==> config.mk <==
export PLATFORM = sky130hd
export DESIGN_NAME = mem_access_ctrl
export DESIGN_NICKNAME = d
export VERILOG_FILES = /design/src/rtl/mem_pkg.sv /design/src/rtl/lane_unit.sv /design/src/rtl/mem_access_ctrl.sv
export SDC_FILE = /design/constraint.sdc
export NUM_CORES = 1
export LEC_CHECK = 0
export CORE_UTILIZATION = 45
export CTS_CLUSTER_SIZE = 30
export DETAILED_ROUTE_END_ITERATION = 10
export PLACE_DENSITY = 0.73
export SYNTH_ARGS = -nofsm -noshare
export SYNTH_HDL_FRONTEND = slang
export SYNTH_HIERARCHICAL = 1
export SYNTH_SLANG_ARGS = --single-unit
==> constraint.sdc <==
create_clock -name clk -period 14.1 [get_ports clk]
set_input_delay 4.23 -clock clk [delete_from_list [all_inputs] [get_ports clk]]
set_output_delay 4.23 -clock clk [all_outputs]
set_load 0.02 [all_outputs]
==> src/rtl/mem_pkg.sv <==
// Shared definitions for the multi-cycle memory access controller:
// access size encodings, controller states and default memory size.
package mem_pkg;

  localparam logic [1:0] SZ_B = 2'b00;
  localparam logic [1:0] SZ_H = 2'b01;
  localparam logic [1:0] SZ_W = 2'b10;

  localparam int unsigned MEM_BYTES_DEF = 65536;

  typedef enum logic [1:0] {
    IDLE,
    RD,
    WR,
    FAULT
  } state_e;

  function automatic logic [2:0] size_bytes(input logic [1:0] sz);
    case (sz)
      SZ_B:    size_bytes = 3'd1;
      SZ_H:    size_bytes = 3'd2;
      default: size_bytes = 3'd4;
    endcase
  endfunction

endpackage

==> src/rtl/lane_unit.sv <==
// Byte/half lane handling between a 32-bit memory word and the datapath.
// Ports: word_i (memory word), lane_i (addr[1:0]), size_i, uns_i,
//   wdata_i (store data, low bits used);
//   load_o (extracted + extended load value),
//   merge_o (word_i with the addressed lane replaced by wdata_i).
module lane_unit
  import mem_pkg::*;
(
  input  logic [31:0] word_i,
  input  logic [1:0]  lane_i,
  input  logic [1:0]  size_i,
  input  logic        uns_i,
  input  logic [31:0] wdata_i,
  output logic [31:0] load_o,
  output logic [31:0] merge_o
);

  logic [7:0]  b;
  logic [15:0] h;
  logic        sb;
  logic        sh;

  always_comb begin
    b       = word_i[{lane_i, 3'b000} +: 8];
    h       = word_i[{lane_i[1], 4'b0000} +: 16];
    sb      = ~uns_i & b[7];
    sh      = ~uns_i & h[15];
    load_o  = word_i;
    merge_o = word_i;
    case (size_i)
      SZ_B: begin
        load_o = {{24{sb}}, b};
        merge_o[{lane_i, 3'b000} +: 8] = wdata_i[7:0];
      end
      SZ_H: begin
        load_o = {{16{sh}}, h};
        merge_o[{lane_i[1], 4'b0000} +: 16] = wdata_i[15:0];
      end
      default: begin
        load_o  = word_i;
        merge_o = wdata_i;
      end
    endcase
  end

endmodule

==> src/rtl/mem_access_ctrl.sv <==
// Multi-cycle memory access controller: loads with extension, sub-word
// stores via read-modify-write, alignment/range faults, IR/MDR latching.
// Ports: clk, rst (async high); req/we/size/uns/fetch/addr/wdata request;
//   mem_dout read data from memory; busy/done/err status; mdr, ir results;
//   mem_adr/mem_din/mem_rd/mem_wr memory side, decoded from registered state.
module mem_access_ctrl
  import mem_pkg::*;
#(
  parameter int unsigned MEM_BYTES = MEM_BYTES_DEF,
  parameter int unsigned ADDR_W    = 32
) (
  input  logic              clk,
  input  logic              rst,
  input  logic              req,
  input  logic              we,
  input  logic [1:0]        size,
  input  logic              uns,
  input  logic              fetch,
  input  logic [ADDR_W-1:0] addr,
  input  logic [31:0]       wdata,
  input  logic [31:0]       mem_dout,
  output logic              busy,
  output logic              done,
  output logic              err,
  output logic [31:0]       mdr,
  output logic [31:0]       ir,
  output logic [31:0]       mem_adr,
  output logic [31:0]       mem_din,
  output logic              mem_rd,
  output logic              mem_wr
);

  state_e      state_q, state_d;
  logic [1:0]  size_q, size_d;
  logic [1:0]  lane_q, lane_d;
  logic        we_q, we_d;
  logic        uns_q, uns_d;
  logic        fetch_q, fetch_d;
  logic [31:0] wdata_q, wdata_d;
  logic [31:0] merge_q, merge_d;
  logic [31:0] mdr_q, mdr_d;
  logic [31:0] ir_q, ir_d;
  logic [31:0] madr_q, madr_d;
  logic        done_q, done_d;
  logic        err_q, err_d;

  logic [ADDR_W:0] last;
  logic            fault;
  logic [31:0]     lu_word;
  logic [31:0]     lu_load;
  logic [31:0]     lu_merge;

  // Range check in ADDR_W+1 bits so addresses near the top cannot wrap.
  always_comb begin
    last  = {1'b0, addr}
          + (ADDR_W+1)'(size_bytes(size))
          - (ADDR_W+1)'(1);
    fault = (size == 2'b11)
          | ((size == SZ_H) & addr[0])
          | ((size == SZ_W) & (addr[1:0] != 2'b00))
          | (fetch & (size != SZ_W))
          | (last >= (ADDR_W+1)'(MEM_BYTES));
  end

  // Loads extract from the live memory word; stores merge into the
  // word captured during RD.
  assign lu_word = (state_q == WR) ? merge_q : mem_dout;

  lane_unit u_lane (
    .word_i  (lu_word),
    .lane_i  (lane_q),
    .size_i  (size_q),
    .uns_i   (uns_q),
    .wdata_i (wdata_q),
    .load_o  (lu_load),
    .merge_o (lu_merge)
  );

  always_comb begin
    state_d = state_q;
    size_d  = size_q;
    lane_d  = lane_q;
    we_d    = we_q;
    uns_d   = uns_q;
    fetch_d = fetch_q;
    wdata_d = wdata_q;
    merge_d = merge_q;
    mdr_d   = mdr_q;
    ir_d    = ir_q;
    madr_d  = madr_q;
    done_d  = 1'b0;
    err_d   = 1'b0;
    case (state_q)
      IDLE: begin
        if (req) begin
          size_d  = size;
          lane_d  = addr[1:0];
          we_d    = we;
          uns_d   = uns;
          fetch_d = fetch;
          wdata_d = wdata;
          if (fault) begin
            state_d = FAULT;
          end else begin
            madr_d  = 32'({addr[ADDR_W-1:2], 2'b00});
            state_d = (we && size == SZ_W) ? WR : RD;
          end
        end
      end
      RD: begin
        if (we_q) begin
          merge_d = mem_dout;
          state_d = WR;
        end else begin
          if (fetch_q) ir_d  = mem_dout;
          else         mdr_d = lu_load;
          done_d  = 1'b1;
          state_d = IDLE;
        end
      end
      WR: begin
        done_d  = 1'b1;
        state_d = IDLE;
      end
      default: begin
        done_d  = 1'b1;
        err_d   = 1'b1;
        state_d = IDLE;
      end
    endcase
  end

  always_ff @(posedge clk or posedge rst) begin
    if (rst) begin
      state_q <= IDLE;
      size_q  <= SZ_B;
      lane_q  <= 2'b00;
      we_q    <= 1'b0;
      uns_q   <= 1'b0;
      fetch_q <= 1'b0;
      wdata_q <= '0;
      merge_q <= '0;
      mdr_q   <= '0;
      ir_q    <= '0;
      madr_q  <= '0;
      done_q  <= 1'b0;
      err_q   <= 1'b0;
    end else begin
      state_q <= state_d;
      size_q  <= size_d;
      lane_q  <= lane_d;
      we_q    <= we_d;
      uns_q   <= uns_d;
      fetch_q <= fetch_d;
      wdata_q <= wdata_d;
      merge_q <= merge_d;
      mdr_q   <= mdr_d;
      ir_q    <= ir_d;
      madr_q  <= madr_d;
      done_q  <= done_d;
      err_q   <= err_d;
    end
  end

  always_comb begin
    mem_din = '0;
    if (state_q == WR)
      mem_din = (size_q == SZ_W) ? wdata_q : lu_merge;
  end

  assign busy    = (state_q != IDLE);
  assign done    = done_q;
  assign err     = err_q;
  assign mdr     = mdr_q;
  assign ir      = ir_q;
  assign mem_adr = madr_q;
  assign mem_rd  = (state_q == RD);
  assign mem_wr  = (state_q == WR);

endmodule

Yosys cells after proc, flatten, opt, wreduce, memory -nomap -nowiden
Cells that the tools add are included.
{ "totals": {"register_bits": 169} }
{ "classes": {"addsub": 4, "magnitude_cmp": 1, "n_eq_ne": 9, "shift": 6, "n_mux": 16, "n_bitwise": 13, "n_reduce_logical": 12} }
{ "ops": {"columns": ["operator", "count"], "rows": [
  ["$pmux W32 S2", 2],
  ["$mux W32", 3],
  ["$bwmux W32", 2],
  ["$add A32 B3 Y33", 1],
  ["$ge A33 B17 Y1 const B", 1],
  ["$sub A33 B1 Y33 const B", 1],
  ["$shift A16 B7 Y32 const A", 1],
  ["$shift A8 B7 Y32 const A", 1],
  ["$shiftx A16 B7 Y32", 1],
  ["$shiftx A32 B6 Y16", 1],
  ["$shiftx A32 B6 Y8", 1],
  ["$shiftx A8 B7 Y32", 1],
  ["$neg A5 Y7", 2],
  ["$reduce_and A3 Y1", 3],
  ["$eq A2 B2 Y1 const B", 4],
  ["$mux W2", 4],
  ["$eq A2 B1 Y1 const B", 3],
  ["$logic_not A2 Y1", 3],
  ["$pmux W3 S2", 1],
  ["$and A1 B1 Y1", 5],
  ["$ne A2 B2 Y1 const B", 2],
  ["$not A1 Y1", 4],
  ["$or A1 B1 Y1", 4],
  ["$pmux W2 S2", 1],
  ["other kinds (6)", 9]
]} }

Longest topological paths before layout
{ "depth": {"ltp_word": 9, "depth_mapped": 17} }

Cells and area by module
The synthesis kept the hierarchy.
{ "modules_own_cells": {"columns": ["module", "n_inst", "cells_each", "area_per_inst_um2"], "rows": [
  ["mem_access_ctrl", 1, 949, 9572.9],
  ["lane_unit", 1, 273, 1727.9]
]} }

Worst setup path before layout
OpenSTA, ideal clock, no wires.
{ "synth_path": {"kind": "input to output", "from": "input port mem_dout[24]", "to": "output port mem_din[24]", "arrival_time_ns": 5.268, "t_required_ns": 9.870, "path_slack_ns": 4.602, "cell_stages": 8, "path_cell_list": "nand2_1 > nand2_1 > mux2_2 > a221o_1 > a21oi_1 > a21oi_1 > nand2_1 > a21oi_1"} }
{ "synth_via": {"elab_chain_len": 5, "word_cells_on_any_way": 6, "cone_classes": "mux: 6"} }
{ "synth_rtl": {"columns": ["element", "line_no", "text"], "rows": [
  ["start, declared", "mem_access_ctrl.sv:21", "input logic [31:0] mem_dout,"],
  ["$mux W32 *", "mem_access_ctrl.sv:67", "assign lu_word = (state_q == WR) ? merge_q : mem_dout;"],
  ["net lu_word[24]", "mem_access_ctrl.sv:49", "logic [31:0] lu_word;"],
  ["$bwmux W32 (on tied branches)", "lane_unit.sv:37, lane_unit.sv:33", null],
  ["$pmux W32 S2 *", "lane_unit.sv:30", "case (size_i)"],
  ["net lu_merge[24]", "mem_access_ctrl.sv:51", "logic [31:0] lu_merge;"],
  ["$mux W32 *", "mem_access_ctrl.sv:168", "mem_din = (size_q == SZ_W) ? wdata_q : lu_merge;"],
  ["$mux W32 *", "mem_access_ctrl.sv:167", "if (state_q == WR)"],
  ["end, declared", "mem_access_ctrl.sv:28", "output logic [31:0] mem_din,"]
]} }
The timed path passes the listed nets; every way through them passes the cells marked *.

Worst setup path after layout
{ "layout_path": {"from": "input port mem_dout[27]", "to": "output port mem_din[27]"} }
The elaborated chain is that of the path after synthesis.

==> metrics.md <==
| Metric | Value |
|---|---|
| Run status | `finished, final reports clean` |
| Warnings from Yosys | `6` |
| Max Fclk | `between 90 and 100 MHz` |
| Crit path max fanout | `5` |
| Post-DRT Antenna Nets | `0` |
| Yosys top cell area share | `0.374` |
| Setup TNS after final layout | `0 ns` |
| Gp weighted congestion | `0.992` |
| RSZ-0062 raised after global routing | `false` |
| CTS tree | `done` |
| Final Critical Period | `10.88 ns` |
| Final #Nets | `1,561` |
| Largest net degree at the start of global routing | `86` |
| Gate Count Post-Synth | `between 1,000 and 1,500` |
| Vias per inst | `5.81` |
| Hold/Removal Path Class | `register to register` |
| Sequential area share after synthesis | `0.374` |
| Asr flop ratio synth | `1.00` |
| Global-route wire length before repair | `approximately 54 mm` |
| Layout overhead on the synthesized area | `27.7%` |
| Number of port buffers | `234` |
| Die ar. | `25,800 µm²` |
| EDFF count, synth | `0` |
| IO Pins | `between 200 and 250` |
| Max H-tree Level | `4` |
| Vias in the first global route | `between 9,000 and 10,000` |
| CP required | `9.87 ns` |
| DRT iter0 DRCs | `1,064` |
| Share of cells above drive strength 1 | `0.181` |
| Core area | `24,500 µm²` |
| Synth Cell Area | `11,300 µm²` |
| Worst clock skew | `0.0125 ns` |
| Slew headroom | `0.256` |
| Worst skew pair latency | `0.44 ns` |
| Max Cap Violations | `0` |
| Maximum vdd drop | `roughly 0.00012 V` |
| Routed WL per cell | `19.6 µm` |
| Post-CTS Repair Setup Buffers | `0` |
| Gr usage total | `0.268` |
| Leading cell type in the layout, fill and taps excluded | `nand2_1` |
| Tcrit/Tclk final | `0.772` |
| Hold Buf Count CTS | `0` |
| Post-synth cell types | `76` |
| Setup CP Type | `primary input to primary output` |
| Largest area contributor in the netlist | `dfrtp_1` |
| DRC | `0` |
| CTS Sinks | `169` |
| Rows | `57` |
| Worst setup EP type | `primary output` |
| DP Wirelength | `about 25 mm` |
| Via count | `10,192` |
| Syn_area_per_cell | `between 9 and 10 µm²` |
| Primary FF master, synth | `dfrtp_1` |
| Overflow left after global routing | `0` |
| CP Launch Type | `primary input` |
| Worst path arrival time | `6.65 ns` |
| Non-filler cells, final | `1,755` |
| Die width | `160 µm` |
| Most frequent cells in the layout | `nand2_1, clkdlybuf4s50_1, dfrtp_1` |
| Placed cells | `between 1,500 and 2,000` |
| Cell Pwr Density | `213 nW/µm²` |
| Count of state elements after synthesis | `169` |
| # setup viols final | `0` |
| Die height | `160 µm` |
| Initial Util | `0.462` |
| Num CTS Buffers | `17` |
| CTS Root Cell | `clkbuf_16` |
| Initial antenna violation count | `3` |
| PostCTS Resize Cnt | `0` |
| Worst Tran Pin Value | `between 1 and 1.5 ns` |
| Top post-synthesis cells by area | `dfrtp_1, mux2_2, nand2_1` |
| Clock slew at reported path FFs | `about 0.06 ns` |
| Final hold violation count | `0` |
| Routed Wire Length | `around 34 mm` |
| Maximum clock path buffer count | `2` |
| Total iterations of the first detailed-routing run | `9` |
| Leakage | `6.34 nW` |
| Final Max Tran Viols | `0` |
[layout make-up]
class	count	area, µm²
repair buffers	247	2440
diodes	1	2.50
fillers	2116	10000
clock buffers	18	429
flip-flops and latches	169	4230
well taps	324	405
clock inverters	14	164
multi-input cells	911	6490
inverters	71	272
[worst max-delay path, stage by stage]
cell	delay, ns
clkdlybuf4s50_1	0.47
nand2_1	0.09
nand2_1	0.17
mux2_2	0.31
a221o_1	0.29
a21oi_1	0.29
a21oi_1	0.08
nand2_1	0.09
a21oi_1	0.06
clkdlybuf4s50_1	0.57
[stage by stage]
step	total power [mW]	worst slack, ns	utilization	area (µm²)	hold slack, ns
final	3.07	3.22	0.590	14400	0.507
after global routing	3.24	3.14	0.590	14400	0.520
after CTS	3.05	3.27	0.590	14400	0.509
after detailed placement	2.56	3.28	0.566	13800	0.491
after global placement	2.53	3.32	0.566	13800	0.486
after floorplan	1.93	4.60	-	11300	0.472
[path summary, 6_finish.rpt]
check                      slack, ns  cells past startpoint                      to              startpoint
max in group asynchronous       8.18                      3     mdr[12]$_DFFE_PP0P_                     rst
setup / recovery                3.22                     10             mem_din[27]            mem_dout[27]
hold / removal                  0.51                      1      ir[12]$_DFFE_PP0P_      ir[12]$_DFFE_PP0P_
setup reg to reg               10.55                     11     mdr[21]$_DFFE_PP0P_  state_q[0]$_DFFE_PP0P_
hold reg to reg                 0.51                      1      ir[12]$_DFFE_PP0P_      ir[12]$_DFFE_PP0P_
min in group asynchronous       4.31                      2  mem_adr[2]$_DFFE_PP0P_                     rst
[report_power, final]
group / leakage, nW / internal (mW) / total [mW] / switching [mW]
sequential: 2.10 / 0.682 / 0.852 / 0.170
clock: 0.285 / 0.266 / 0.481 / 0.215
combinational: 3.95 / 0.768 / 1.73 / 0.967
[registers in the layout, summed over array words and instances, names as in the netlist]
signal	count
ir	32
mdr	32
merge_q	32
wdata_q	32
mem_adr	30
lane_q	2
size_q	2
state_q	2
done	1
err	1
fetch_q	1
uns_q	1
we_q	1
[routing by layer]
metal,vias to the layer above,global-route usage,wire length [µm]
met5,-,0,27
met4,4,0.0909,951
met3,81,0.0695,3190
met2,489,0.415,15400
met1,4898,0.363,15000
li1,4720,-,-
[synth_stat cells (all sizes together), types with 6 or more instances]
cell      n
clkbuf   34
a221o    21
and2      7
nand2   255
a31oi     7
nand2b   16
xnor2     6
nor4      6
mux2i     8
or2       7
inv      71
dfrtp   169
nand3     7
a22o     14
nor2     35
o21a      7
o211ai   13
a21oi   127
buf      38
a21o      7
nor3      8
nor2b    10
ha       39
a21boi    7
mux2    176
nand4    11
a222oi    8
xor2      7
o21ai    34
[cell families after synthesis]
logic type / count (synthesis) / share of synthesized area
multiplexers: 184 / 0.192
AO/OA/AOI/OAI: 289 / 0.171
buffers and inverters: 143 / 0.0534
AND/OR/NAND/NOR: 383 / 0.154
flip-flops: 169 / 0.374
XOR/XNOR: 13 / 0.0101
other: 1 / 0.000332
adder cells (fa/ha/maj): 40 / 0.0450
Power figures use the tool's default switching activity.
